--- src/rtl/rank_cmd_fsm.sv ---
// Per-bank DRAM command sequencer: validates scheduler commands against bank state and arms the timing counter.
// Optional watchdog on wait states is built when RANK_CMD_WATCHDOG_EN is defined.
module rank_cmd_fsm #(
  parameter int T_RCD = 4,
  parameter int T_RP  = 4,
  parameter int T_RFC = 40,
  parameter int T_WR  = 6,
  parameter int ROW_W = 14
) (
  input  logic             clk,
  input  logic             rst,
  input  logic             req_valid,
  output logic             req_ready,
  input  logic [2:0]       req_cmd,
  input  logic [ROW_W-1:0] req_row,
  output logic             dram_cmd_valid,
  output logic [2:0]       dram_cmd,
  output logic             timer_setup,
  output logic [5:0]       timer_load,
  input  logic             timer_done,
  output logic             bank_open,
  output logic [ROW_W-1:0] open_row,
  output logic             cmd_err,
  output logic             timeout_err
);

  typedef enum logic [2:0] {
    S_IDLE, S_ACT_WAIT, S_ACTIVE, S_WR_REC, S_PRE_WAIT, S_REF_WAIT
  } state_t;

  localparam logic [2:0] C_ACT = 3'd0;
  localparam logic [2:0] C_RD  = 3'd1;
  localparam logic [2:0] C_WR  = 3'd2;
  localparam logic [2:0] C_PRE = 3'd3;
  localparam logic [2:0] C_REF = 3'd4;

  // The counter never fires on a load of 0, so the floor is 1.
  function automatic logic [5:0] clamp_load(input int v);
    if (v < 1)       return 6'd1;
    else if (v > 63) return 6'd63;
    else             return 6'(v);
  endfunction

  localparam logic [5:0] L_RCD = clamp_load(T_RCD);
  localparam logic [5:0] L_RP  = clamp_load(T_RP);
  localparam logic [5:0] L_RFC = clamp_load(T_RFC);
  localparam logic [5:0] L_WR  = clamp_load(T_WR);

  state_t     state, state_n;
  logic       accept, in_wait;
  logic       issue, err, setup, open_set, open_clr, wd_hit;
  logic [5:0] load_n;

  assign req_ready = (state == S_IDLE) || (state == S_ACTIVE);
  assign accept    = req_valid && req_ready;
  assign in_wait   = !req_ready;

`ifdef RANK_CMD_WATCHDOG_EN
  logic [7:0] wd;
  assign wd_hit = in_wait && !timer_done && (wd == 8'd126);
`else
  assign wd_hit = 1'b0;
`endif

  always_comb begin
    state_n  = state;
    issue    = 1'b0;
    err      = 1'b0;
    setup    = 1'b0;
    load_n   = timer_load;
    open_set = 1'b0;
    open_clr = 1'b0;
    case (state)
      S_IDLE: if (accept) begin
        case (req_cmd)
          C_ACT: begin
            state_n = S_ACT_WAIT; issue = 1'b1; setup = 1'b1;
            load_n = L_RCD; open_set = 1'b1;
          end
          C_REF: begin
            state_n = S_REF_WAIT; issue = 1'b1; setup = 1'b1; load_n = L_RFC;
          end
          default: err = 1'b1;
        endcase
      end
      S_ACTIVE: if (accept) begin
        case (req_cmd)
          C_RD: issue = 1'b1;
          C_WR: begin
            state_n = S_WR_REC; issue = 1'b1; setup = 1'b1; load_n = L_WR;
          end
          C_PRE: begin
            state_n = S_PRE_WAIT; issue = 1'b1; setup = 1'b1;
            load_n = L_RP; open_clr = 1'b1;
          end
          default: err = 1'b1;
        endcase
      end
      S_ACT_WAIT: if (timer_done) state_n = S_ACTIVE;
      S_WR_REC:   if (timer_done) state_n = S_ACTIVE;
      S_PRE_WAIT: if (timer_done) state_n = S_IDLE;
      S_REF_WAIT: if (timer_done) state_n = S_IDLE;
      default:    state_n = S_IDLE;
    endcase
    // A stuck counter abandons the bank: close it and return to idle.
    if (wd_hit) begin
      state_n  = S_IDLE;
      open_clr = 1'b1;
    end
  end

  always_ff @(posedge clk or negedge rst) begin
    if (!rst) begin
      state          <= S_IDLE;
      dram_cmd_valid <= 1'b0;
      dram_cmd       <= 3'd0;
      cmd_err        <= 1'b0;
      timer_setup    <= 1'b0;
      timer_load     <= 6'd0;
      bank_open      <= 1'b0;
      open_row       <= '0;
    end else begin
      state          <= state_n;
      dram_cmd_valid <= issue;
      dram_cmd       <= issue ? req_cmd : 3'd0;
      cmd_err        <= err;
      timer_setup    <= setup;
      timer_load     <= load_n;
      if (open_set) begin
        bank_open <= 1'b1;
        open_row  <= req_row;
      end else if (open_clr) begin
        bank_open <= 1'b0;
      end
    end
  end

`ifdef RANK_CMD_WATCHDOG_EN
  always_ff @(posedge clk or negedge rst) begin
    if (!rst) begin
      wd          <= 8'd0;
      timeout_err <= 1'b0;
    end else begin
      if (setup)        wd <= 8'd0;
      else if (in_wait) wd <= wd + 8'd1;
      if (wd_hit) timeout_err <= 1'b1;
    end
  end
`else
  assign timeout_err = 1'b0;
`endif

endmodule

--- config.mk ---
export PLATFORM = sky130hd
export DESIGN_NAME = rank_cmd_fsm
export DESIGN_NICKNAME = d
export VERILOG_FILES = /design/src/rtl/rank_cmd_fsm.sv
export SDC_FILE = /design/constraint.sdc
export NUM_CORES = 1
export LEC_CHECK = 0
export CORE_ASPECT_RATIO = 2
export CORE_MARGIN = 2
export CORE_UTILIZATION = 37
export DETAILED_ROUTE_END_ITERATION = 6
export PLACE_DENSITY = 0.77
export SLEW_MARGIN = 10
export SYNTH_ARGS = -nofsm -noshare
export SYNTH_HDL_FRONTEND = slang
export SYNTH_SLANG_ARGS = --single-unit
--- constraint.sdc ---
create_clock -name clk -period 1.5 [get_ports clk]
set_input_delay 0.375 -clock clk [delete_from_list [all_inputs] [get_ports clk]]
set_output_delay 0.375 -clock clk [all_outputs]
set_load 0.01 [all_outputs]
==> impl_results.md, run 1 <==
- Outcome: complete, but fails checks
- Failing checks: negative setup slack
- Antenna viol nets, final: 0
- Seq/Total Area, Yosys: 0.584
- Synth cell types: 28
- Nets: 180
- CTS tree: yes
- Post-Layout Cell Count: approximately 190
- Initial DRC count: 26
- Die H: 83.1 um
- Asr flop ratio synth: 1.00
- Final setup vio count: 14
- IO buf count: 46
- Antenna violations before repair: 0
- #FFs+latches synth: 27
- Largest cells by area after synthesis: dfrtp_1 (58%), mux2_4 (12%), mux2_2 (5.8%)
- DPL Wire Length: about 2200 um
- Ys flop type: dfrtp_1
- Ys Warns: 0
- TritonCTS Buffers: 3
- H-Tree Depth: 1
- Grt ovf: 0
- Layout cells sized above 1: 0.335
- Vias per cell: a little over 5
- Clock sinks: 27
- CTS max path bufs: 2
- RSZ-0062 raised after global routing: yes
- Pleak: roughly 0.99 nW
- Startpoint types: flop
- Largest net degree at the start of global routing: 28
- Crit path max-delay family: flip-flops
- Total number of vias: ~970
- Initial Util: 0.388
- Crit path buf inv count: 2
- Largest stage delay on the critical path: roughly 0.41 ns
- Pre-CTS WS: -0.558 ns
- Period minus WS final: around 1.5 ns
- Row Count: 28
- Placeable core region: about 3000 um^2
- Worst-Skew Late Latency: 0.28 ns
- CTS Root Cell: clkbuf_8
- Max VDD drop: approximately 0.78 mV
- Post-detailed-routing wire length: between 3000 and 4000 um
- # DRC: 0
- Area leader, netlist: dfrtp_1
- Die area: 3610 um^2
- Max frequency: about 650 MHz
- Clock-pin slew on the worst setup and hold paths: roughly 0.09 ns
- Fin. Hold Viols: 0
- Vias in the first global route: between 1000 and 1500
- Inst Count DP: around 180
- Layout Skew: 0.00503 ns
- Area Overhead vs Synth: 63.5%
- Total GRT Usage: 0.184
- Commonest cells in the netlist: dfrtp_1 (27), mux2_4 (9), nand2_1 (8), mux2_2 (6), buf_4 (4)
- # fillers: 214
- Worst EP arrival: around 1.7 ns
- Req. time, crit path: 1.66 ns
- PwrDens: around 1600 nW/um^2
- Pwr Total: around 3 mW
- Worst Slack Setup Final: -0.0397 ns
- Tcrit/Tclk final: 1.03
- Chip width: ~44 um
- Wirelength per Cell: 16.0 um
- Number of diodes: 0
- EDFF count, synth: 0
- Synthesized area: 1160 um^2
- # Max-Cap Violations: 0
- Most instantiated library cell after synthesis: dfrtp_1
- Largest fanout on the critical path: 7
- Initial DRT Pass Iterations: 4
- CP endpoint kind: flop
- Gate count of the mapped netlist: 86
- Top-area cell type share of the netlist area: 0.584
- Crit-path cells: nor2_4 > nand2_2 > nor4_4 > buf_4 > buf_12 > mux2_4
- I/O pins: 50
- Hold Crit Class: in -> async
- Synthesized area per cell: 13.4 um^2
- Routability Congestion: about 0.91
- Slew Limit Fails: 0
- First-pass GRT wire length: 4970 um
- Crit-path slowest cell: dfrtp_1
- Kind of critical path: reg -> reg
through the flow:
stage	area [um^2]	setup TNS (ns)	hold WS, ns	util
floorplan	1170	-1.21	0.0794	-
detailed placement	1760	-10.91	0.478	0.592
global route	1890	-1.33	0.493	0.635
CTS	1860	-1.32	0.473	0.624
finish	1890	-0.430	0.463	0.635
global placement	1760	-9.52	0.473	0.592
path summary, 6_finish.rpt:
path / slack (ns) / end / cells past startpoint / startpoint
worst min-delay path: 0.46 / open_row[8] / 2 / rst
max in group asynchronous: 0.78 / dram_cmd[0] / 2 / rst
worst min register to register: 0.49 / timer_load[1] / 2 / timer_load[1]
min in group clk: 0.49 / timer_load[1] / 2 / timer_load[1]
worst max-delay path: -0.04 / open_row[1] / 6 / state[0]
worst max register to register: -0.04 / open_row[1] / 6 / state[0]
flip-flops by register name, indices dropped and copies added (netlist names):
| register | flops |
|---|---|
| timer_setup | 1 |
| timer_load | 3 |
| cmd_err | 1 |
| dram_cmd | 3 |
| open_row | 14 |
| bank_open | 1 |
| state | 3 |
| dram_cmd_valid | 1 |
report_power, final:
| group | leakage [nW] | switching (mW) | internal [mW] | total (mW) |
|---|---|---|---|---|
| Sequential | 0.345 | 0.152 | 0.996 | 1.15 |
| Clock | 0.0255 | 0.231 | 0.186 | 0.418 |
| Combinational | 0.624 | 0.616 | 0.870 | 1.49 |
final cells by class:
cell class	count	area, um^2	share of cell area
tap	30	37.5	0.0199
clock inverter	1	5.00	0.00265
multi-input combinational	53	478	0.253
timing repair buffer	71	642	0.340
inverter	3	11.3	0.00596
sequential	27	676	0.357
clock buffer	3	41.3	0.0218
timing repair:
item,in CTS,in global routing
cloned,1,0
pin swaps,4,3
setup endpoints to repair,48,17
hold buffers,0,0
buffers inserted,6,1
endpoints found under the hold margin,0,0
gates resized for setup,33,11
layout by cell type, fill, tap and decap left out, types with 3 or more instances in the layout:
cell type        count
dlygate4sd2_1       27
buf_4               24
clkbuf_8             3
clkdlybuf4s50_1     16
dfrtp_1             27
mux2_4              14
inv_1                3
nand2_1              7
conb_1               3
worst reg2reg max path, stage by stage, from the launching register on:
cell     delay [ns]
dfrtp_1        0.41
nor2_4         0.14
nand2_2        0.08
nor4_4         0.17
buf_4          0.18
buf_12         0.13
mux2_4         0.30
routing by layer:
layer  GRT usage  up-vias  wire length [um]  part of all wire
met4      0.0744        0                97             0.032
met1       0.193      465              1050              0.35
met3      0.0370        9               217             0.072
li1            -      439                 -                 -
met5           0        -                 0                 0
met2       0.335       52              1660              0.55
kinds of logic (layout without fill, tap and decap cells):
logic type / Yosys count / in the layout / share of synthesized area
mux: 15 / 15 / 0.175
flops: 27 / 27 / 0.584
buf+inv: 8 / 78 / 0.0487
simple gates: 23 / 23 / 0.118
other cells: 1 / 3 / 0.00324
compound gates: 12 / 12 / 0.0703
Note: power is estimated with default switching activity, not from simulation.
==> run 2: changes to the inputs <==
--- a/config.mk
+++ b/config.mk
@@ -5,6 +5,7 @@
 export SDC_FILE = /design/constraint.sdc
 export NUM_CORES = 1
 export LEC_CHECK = 0
+export ABC_CLOCK_PERIOD_IN_PS = 1500
 export CORE_ASPECT_RATIO = 2
 export CORE_MARGIN = 2
 export CORE_UTILIZATION = 37
==> results of run 2 <==
Same layout as run 1: the final DEF is identical, and so are final timing and power.
